==> src/rtl/approx_mult_sequencer_if.sv <==
// Operand/product handshake bundle for the approximate radix-4 multiplier sequencer.
// Latency: n/a (wires only). Backpressure: carried by in_ready / out_ready.
// master = upstream/downstream side, slave = sequencer side.
interface approx_mult_sequencer_if #(
    parameter int N = 24
);
    logic             in_valid;
    logic             in_ready;
    logic [N-1:0]     multiplicand;
    logic [N-1:0]     multiplier;
    logic             flush;
    logic             out_valid;
    logic             out_ready;
    logic [2*N-1:0]   product;
    logic             busy;

    modport master (
        output in_valid, multiplicand, multiplier, flush, out_ready,
        input  in_ready, out_valid, product, busy
    );

    modport slave (
        input  in_valid, multiplicand, multiplier, flush, out_ready,
        output in_ready, out_valid, product, busy
    );
endinterface

==> src/rtl/approx_mult_sequencer.sv <==
// Row-serial approximate radix-4 multiplier: one partial-product row per cycle into a 2N-bit accumulator.
// Latency: out_valid rises N/2 cycles after accept; minimum period N/2+2 cycles.
// Backpressure: DONE holds product stable until out_ready; in_ready only in IDLE; flush aborts.
module approx_mult_sequencer #(
    parameter int N = 24
) (
    input  logic                  clk,
    input  logic                  rst,
    approx_mult_sequencer_if.slave bus
);
    localparam int ROWS  = N / 2;
    localparam int ROW_W = (ROWS > 1) ? $clog2(ROWS) : 1;

    localparam logic [1:0] S_IDLE = 2'd0;
    localparam logic [1:0] S_RUN  = 2'd1;
    localparam logic [1:0] S_DONE = 2'd2;

    logic [1:0]       state;
    logic [N-1:0]     a_q;
    logic [N-1:0]     b_q;
    logic [2*N-1:0]   acc;
    logic [2*N-1:0]   prod_q;
    logic [ROW_W-1:0] row;

    logic [2:0]       grp;
    logic             sel;
    logic [2*N-1:0]   pp;
    logic [2*N-1:0]   acc_nxt;
    logic             last_row;

    // Appending a zero below B supplies B[-1]=0, so grp = {B[2r+1], B[2r], B[2r-1]}.
    assign grp      = 3'({b_q, 1'b0} >> {row, 1'b0});
    assign sel      = (grp[1] ^ grp[2]) & grp[0];
    assign pp       = sel ? ({{N{a_q[N-1]}}, a_q} << {row, 1'b0}) : '0;
    assign acc_nxt  = acc + pp;
    assign last_row = (row == ROW_W'(ROWS - 1));

    always_ff @(posedge clk or posedge rst) begin
        if (rst) begin
            state  <= S_IDLE;
            a_q    <= '0;
            b_q    <= '0;
            acc    <= '0;
            prod_q <= '0;
            row    <= '0;
        end else begin
            case (state)
                S_IDLE: begin
                    // flush outranks accept
                    if (!bus.flush && bus.in_valid) begin
                        a_q   <= bus.multiplicand;
                        b_q   <= bus.multiplier;
                        acc   <= '0;
                        row   <= '0;
                        state <= S_RUN;
                    end
                end
                S_RUN: begin
                    if (bus.flush) begin
                        state <= S_IDLE;
                    end else begin
                        acc <= acc_nxt;
                        if (last_row) begin
                            prod_q <= acc_nxt;
                            state  <= S_DONE;
                        end else begin
                            row <= row + 1'b1;
                        end
                    end
                end
                S_DONE: begin
                    if (bus.flush || bus.out_ready) begin
                        state <= S_IDLE;
                    end
                end
                default: state <= S_IDLE;
            endcase
        end
    end

    // Outputs decode straight from state so an asynchronous reset shows at once.
    assign bus.in_ready  = (state == S_IDLE);
    assign bus.out_valid = (state == S_DONE);
    assign bus.busy      = (state != S_IDLE);
    assign bus.product   = prod_q;
endmodule

==> src/flat_wrapper.sv <==
// flat-port wrapper written by rule: the top's interface ports become plain ports
module approx_mult_sequencer_flat 
#(
    parameter int N = 24
)
  (clk, rst, bus_in_valid, bus_multiplicand, bus_multiplier, bus_flush, bus_out_ready, bus_in_ready, bus_out_valid, bus_product, bus_busy);
  approx_mult_sequencer_if #(.N(N)) bus_i ();
  input  logic clk;
  input  logic rst;
  input wire logic [$bits(bus_i.in_valid)-1:0] bus_in_valid;
  input wire logic [$bits(bus_i.multiplicand)-1:0] bus_multiplicand;
  input wire logic [$bits(bus_i.multiplier)-1:0] bus_multiplier;
  input wire logic [$bits(bus_i.flush)-1:0] bus_flush;
  input wire logic [$bits(bus_i.out_ready)-1:0] bus_out_ready;
  output wire logic [$bits(bus_i.in_ready)-1:0] bus_in_ready;
  output wire logic [$bits(bus_i.out_valid)-1:0] bus_out_valid;
  output wire logic [$bits(bus_i.product)-1:0] bus_product;
  output wire logic [$bits(bus_i.busy)-1:0] bus_busy;
  assign bus_i.in_valid = bus_in_valid;
  assign bus_i.multiplicand = bus_multiplicand;
  assign bus_i.multiplier = bus_multiplier;
  assign bus_i.flush = bus_flush;
  assign bus_i.out_ready = bus_out_ready;
  assign bus_in_ready = bus_i.in_ready;
  assign bus_out_valid = bus_i.out_valid;
  assign bus_product = bus_i.product;
  assign bus_busy = bus_i.busy;
  approx_mult_sequencer #(.N(N)) u_core (.clk(clk), .rst(rst), .bus(bus_i));
endmodule
==> config.mk <==
export PLATFORM = sky130hd
export DESIGN_NAME = approx_mult_sequencer_flat
export DESIGN_NICKNAME = d
export VERILOG_FILES = /design/src/rtl/approx_mult_sequencer_if.sv /design/src/rtl/approx_mult_sequencer.sv /design/src/flat_wrapper.sv
export SDC_FILE = /design/constraint.sdc
export NUM_CORES = 1
export LEC_CHECK = 0
export BUFFER_PORTS_ARGS = -buffer_cell sky130_fd_sc_hd__buf_2
export CAP_MARGIN = 20
export CORE_MARGIN = 2
export CORE_UTILIZATION = 60
export DETAILED_ROUTE_END_ITERATION = 6
export PLACE_DENSITY = 0.9
export REMOVE_ABC_BUFFERS = 1
export SLEW_MARGIN = 15
export SYNTH_ARGS = -nofsm -noshare
export SYNTH_HDL_FRONTEND = slang
export SYNTH_SLANG_ARGS = --single-unit
==> constraint.sdc <==
create_clock -name clk -period 5.35 [get_ports clk]
set_input_delay 0.8025 -clock clk [delete_from_list [all_inputs] [get_ports clk]]
set_output_delay 0.8025 -clock clk [all_outputs]
set_load 0.01 [all_outputs]
== After elaboration in Yosys (flattened, before gate mapping) ==
Index checks and enable logic that the tools add are counted.

* Flip-flop bits (word level): 150
* Bits of input ports: 53
* Output and inout bits: 51
* Word-level logic and storage cells: 45

* Add/subtract/negate cells: 2
* Eq/ne operators: 8
* Shifts and indexed selects: 2
* Mux-type cells: 13
* Bitwise operators: 3
* Reduce and logical (&&, ||, !) cells: 11

{| class="wikitable"
|+ Operators with widths
! cell !! count
|-
| 2-to-1 mux 48 bit || 3
|-
| one-hot mux 48 bit (2 select lines) || 1
|-
| adder 48 bit || 1
|-
| << shifter 48 x 5 -> 48 bit || 1
|-
| right shift 25 x 5 -> 3 bit || 1
|-
| 2-to-1 mux 4 bit || 3
|-
| AND reduction 3 bit || 3
|-
| 2-to-1 mux 2 bit || 4
|-
| one-hot mux 4 bit (2 select lines) || 1
|-
| one-hot mux 2 bit (3 select lines) || 1
|-
| adder 4 x 1 -> 4 bit (second input constant) || 1
|-
| equality test 4 bit (second input constant) || 1
|-
| inequality test 2 x 1 -> 1 bit (second input constant) || 2
|-
| inequality test 2 bit (second input constant) || 2
|-
| AND reduction 4 bit || 1
|-
| nonzero test 2 bit || 2
|-
| inequality test 3 x 2 -> 1 bit (second input constant) || 1
|-
| equality test 2 x 1 -> 1 bit (second input constant) || 1
|-
| equality test 2 bit (second input constant) || 1
|-
| logical NOT 2 bit || 1
|-
| AND reduction 2 bit || 1
|-
| bitwise AND 1 bit || 1
|-
| logical AND 1 bit || 1
|-
| logical NOT 1 bit || 1
|-
| other kinds (3) || 3
|}

== Depth between registers and ports, before layout ==
* Depth in word-level cells: 7
* Gate-level depth with buffers: 19

== Least setup slack after synthesis ==
OpenSTA, ideal clock, no wires.

* Path kind: register to register
* Start: reg u_core.row[1]
* End: reg u_core.prod_q[47] (netlist: u_core.bus.product[47])
* Setup time: 131 ps
* Data arrival time: 4035 ps
* Required time: 5219 ps
* Setup slack: 1184 ps
* Stages on the path, launching flop included: 19
* Path buffers: 3
* Cell sequence: dfrtp_1 -> buf_2 -> buf_1 -> clkbuf_1 -> mux2i_1 -> a21oi_1 -> mux2i_1 -> nor2_1 -> a31oi_1 -> nor2_1 -> ha_1 -> nand4_1 -> nor4_1 -> nor4b_2 -> o211ai_2 -> a21o_1 -> o41a_1 -> xor3_1 -> o21ai_1

* Cells in the longest elaborated chain, start to end: 5
* Elaborated cells on any way between the ends: 8
* Those cells by class: add/sub (1); eq/ne (1); shift (2); mux (1); bitwise (2); reduce/logical (1)

{| class="wikitable"
|+ Ends and longest elaborated chain
! item !! line !! RTL
|-
| from (decl) || approx_mult_sequencer.sv:23 || <nowiki>logic [ROW_W-1:0] row;</nowiki>
|-
| from (signal assigned) || approx_mult_sequencer.sv:67 || <nowiki>row <= row + 1'b1;</nowiki>
|-
| right shift 25 x 5 -> 3 bit || approx_mult_sequencer.sv:32 || <nowiki>assign grp = 3'({b_q, 1'b0} >> {row, 1'b0});</nowiki>
|-
| XOR 1 bit || approx_mult_sequencer.sv:33 || <nowiki>assign sel = (grp[1] ^ grp[2]) & grp[0];</nowiki>
|-
| bitwise AND 1 bit || approx_mult_sequencer.sv:33 ||
|-
| 2-to-1 mux 48 bit || approx_mult_sequencer.sv:34 || <nowiki>assign pp = sel ? ({{N{a_q[N-1]}}, a_q} << {row, 1'b0}) : '0;</nowiki>
|-
| adder 48 bit || approx_mult_sequencer.sv:35 || <nowiki>assign acc_nxt = acc + pp;</nowiki>
|-
| to (signal assigned) || approx_mult_sequencer.sv:64 || <nowiki>prod_q <= acc_nxt;</nowiki>
|-
| to (decl) || approx_mult_sequencer.sv:22 || <nowiki>logic [2*N-1:0] prod_q;</nowiki>
|}

Several ways; a longest one is shown, not always the timed one.
A chain may end at the register's enable or synchronous reset.

== Worst setup path after layout ==
* Start: reg u_core.row[1]
* End: reg u_core.acc[44]

* Cells in the longest elaborated chain, start to end: 7
* Elaborated cells on any way between the ends: 8
* Those cells by class: add/sub (1); shift (2); mux (3); bitwise (2)

{| class="wikitable"
|+ Ends and longest elaborated chain
! item !! line !! RTL
|-
| right shift 25 x 5 -> 3 bit || approx_mult_sequencer.sv:32 ||
|-
| XOR 1 bit || approx_mult_sequencer.sv:33 ||
|-
| bitwise AND 1 bit || approx_mult_sequencer.sv:33 ||
|-
| 2-to-1 mux 48 bit * || approx_mult_sequencer.sv:34 ||
|-
| adder 48 bit * || approx_mult_sequencer.sv:35 ||
|-
| 2-to-1 mux 48 bit * || approx_mult_sequencer.sv:59 || <nowiki>if (bus.flush) begin</nowiki>
|-
| one-hot mux 48 bit (2 select lines) * || approx_mult_sequencer.sv:47 || <nowiki>case (state)</nowiki>
|-
| to (signal assigned) || approx_mult_sequencer.sv:62 || <nowiki>acc <= acc_nxt;</nowiki>
|-
| to (decl) || approx_mult_sequencer.sv:21 || <nowiki>logic [2*N-1:0] acc;</nowiki>
|}

Mark *: on every way between the ends. The rest lies on a longest branch, timed or not. The select of a mux whose other input is x is not followed.

==> results.yml <==
outcome:
  status: "complete, no violations"
routing:
  drc: 0
  vias_per_cell: 6.057
  drt-total-wl_mm: 26.18
  dr.pass1.iters: 6
  antenna_left: 0
  vias: 8885
  drt_iter0_markers: 887
  wl_per_cell_um: 17.85
place:
  portBuffers: 102
  dp_hpwl_mm: 18.37
  post-place-ws_ns: 0.4625
  dp.cells: 1435
  gp_congestion: 0.9778
synth:
  synth_edf_count: 0
  avgSynthCellArea_um2: 8.427
  synth_top_area_share_pct: 38.31
  synth_common_cells: "305 x nand2_1, 149 x dfrtp_1, 89 x nor2_1, 79 x a21oi_1, 53 x clkbuf_1"
  ys_top_cells_by_area: "dfrtp_1 38%, nand2_1 12%, ha_1 6.2%, a21oi_1 4.1%, nor2_1 3.4%"
  synth_warnings: 0
  ys_seq_area_share_pct: 38.31
  syn-instance-count: 1155
  synthArstFlopShare_pct: 100.0
  synth.distinct_cells: 60
  ys.flop_type: "dfrtp_1"
  synth_top_cell_by_area: "dfrtp_1"
  yosysMostFrequentCell: "nand2_1"
  ys_ff_latch: 149
  netlist_area_um2: 9733
timing:
  holdWs_ns: 0.3344
  slew_violations: 0
  period_minus_slack_ns: 5.135
  fin_worst_skew_ns: 0.009219
  hold_viol_final: 0
  rsz0062_at_grt: "no"
  fmax_mhz: 194.8
  max-slew-margin-rel_pct: 31.65
  finalSetupViolations: 0
  fin_crit_sh_pct: 95.98
  tightest_slew_ns: 1.022
  worst_slack_ns: 0.2153
critical_path:
  cp-start-kind: "register"
  worst_path_largest_cell_delay_ns: 0.56
  cp_slowest_cell: "o311ai_1"
  crit_type: "register to register"
  endpoint_kind: "register"
  worstPathRequired_ns: 5.64
  crit_fanout: 22
  cp_cell_sequence: "buf_4 -> buf_4 -> mux2_2 -> mux2i_1 -> nor2_1 -> a31oi_1 -> nor2_1 -> ha_1 -> and4_1 -> nand3_1 -> o211a_1 -> nor4_1 -> o41ai_2 -> o311ai_1 -> o31ai_1 -> xor2_1 -> o21ai_1"
  worstPathArrival_ns: 5.42
final_layout:
  syn_to_final_growth_pct: 14.14
  fin_nets: 1340
  final_cell_count_no_fill: 1467
  diodes: 0
  regArea_um2: 3729
  final_core_util_pct: 69.94
  fill_cells: 1242
  drive_gt1_share_pct: 15.27
  multi_input_area_um2: 5728
clock_network:
  cts_resized: 0
  hold_buffers: 0
  cts_buffers: 17
  clk_pin_slew_ns: 0.06
  cts.sinks: 149
  postCtsSetupRepairBufs: 0
  clock_latency_ns: 0.44
  htree_levels: 4
  clk_path_buf_depth: 2
  cts_tree: "yes"
  root_buffer: "clkbuf_16"
power:
  p_total_mw: 3.995
  p_per_area_nw_per_um2: 359.6
  p_leak_nw: 5.859
  ir_drop_mv: 0.2674
global_routing:
  grt_usage_pct: 30.93
  antenna_found_initial: 0
  grt_max_degree: 60
  grt_pass1_vias: 8711
  grt_pass1_wl_mm: 43.18
  overflow: 0
floorplan:
  dieArea_um2: 17260
  core_um2: 15890
  fp.dieH_um: 131.4
  rows: 46
  start_util_pct: 61.27
  die_w_um: 131.4
  io_pins: 104
flow_run:
  maxCapViolations: 0
min_path:
  hold_class: "primary input to asynchronous set/reset pin"
## path summary, 6_finish.rpt
kind	from	end	slack [ns]	cells after the start
worst min-delay path	rst	u_core.bus.product[2]$_DFFE_PP0P_	0.33	2
max in group asynchronous	rst	u_core.acc[34]$_DFFE_PP0P_	3.96	3
worst max-delay path	u_core.row[1]$_DFFE_PP0P_	u_core.acc[44]$_DFFE_PP0P_	0.22	17
min in group clk	u_core.bus.product[42]$_DFFE_PP0P_	u_core.bus.product[42]$_DFFE_PP0P_	0.46	2
worst max register to register	u_core.row[1]$_DFFE_PP0P_	u_core.acc[44]$_DFFE_PP0P_	0.22	17
worst min register to register	u_core.bus.product[42]$_DFFE_PP0P_	u_core.bus.product[42]$_DFFE_PP0P_	0.46	2
## worst max-delay path: cells and delay by family (launching register included)
kind / cells / cell delay (ns)
buffers and inverters: 2 / 0.65
multiplexers: 2 / 0.59
AND/OR/NAND/NOR: 5 / 1.01
adder cells (fa/ha/maj): 1 / 0.39
XOR/XNOR: 1 / 0.22
flip-flops: 1 / 0.49
AO/OA/AOI/OAI: 6 / 1.63
## registers in the layout, indices dropped and copies added (netlist names)
register and flops:
u_core.row 4, u_core.b_q 23, u_core.a_q 24, u_core.acc 48, u_core.bus.product 48, u_core.state 2
## cells by family after synthesis
group / share of synthesized area, %
AO/OA/AOI/OAI: 20.58
XOR/XNOR: 5.013
adder cells (fa/ha/maj): 6.376
buffers and inverters: 3.201
flip-flops: 38.31
multiplexers: 6.068
other: 0.03853
AND/OR/NAND/NOR: 20.41
## layer usage
metal	part of all wire (%)	up-vias	global-route usage (%)
li1	-	4219	-
met1	43	4202	41.38
met2	47	386	50.18
met3	6.1	78	4.552
met4	3.7	0	13.95
met5	0	-	0
## power breakdown
part / switching (mW) / total [mW] / internal [mW]
clock: 0.493 / 1.30 / 0.807
sequential: 0.136 / 1.41 / 1.28
combinational: 0.783 / 1.28 / 0.500
## through the flow
stage | instance area [µm²] | setup TNS (ns)
2_1_floorplan | 9512 | -24.39
3_3_place_gp | 10480 | 0
3_5_place_dp | 10480 | 0
4_1_cts | 11110 | 0
5_1_grt | 11110 | 0
6_report | 11110 | 0
## final cells by class
type	instances	share of cell area (%)
Clock buffer	21	4.145
Tap cell	216	2.433
Sequential cell	149	33.56
Inverter	22	0.7884
Clock inverter	11	1.565
Timing Repair Buffer	122	5.947
Multi-Input combinational cell	926	51.56
## placed cells by master, fill, tap and decap left out, types with 4 or more instances in the layout
cell type	n
a221oi_1	4
o31ai_1	6
nand4_1	7
mux4_2	7
nand2b_1	6
mux2_2	18
a21oi_1	79
nand2_1	305
inv_1	21
o21a_1	4
nor2_1	87
o21ai_1	7
nor4_1	4
clkbuf_16	17
mux2i_1	23
a22o_1	38
or3_1	5
ha_1	48
and2_1	9
o21bai_1	9
xnor2_1	29
a31oi_1	13
a21o_1	37
buf_4	20
o21ai_0	45
buf_2	102
dfrtp_1	149
o211ai_1	6
and3_1	5
nand3_1	19
xor2_1	24
nor2b_1	11
nor3_1	9
a211o_1	7
bufinv_16	4
a211oi_1	16
No activity file was read; power rests on OpenSTA's default activity.
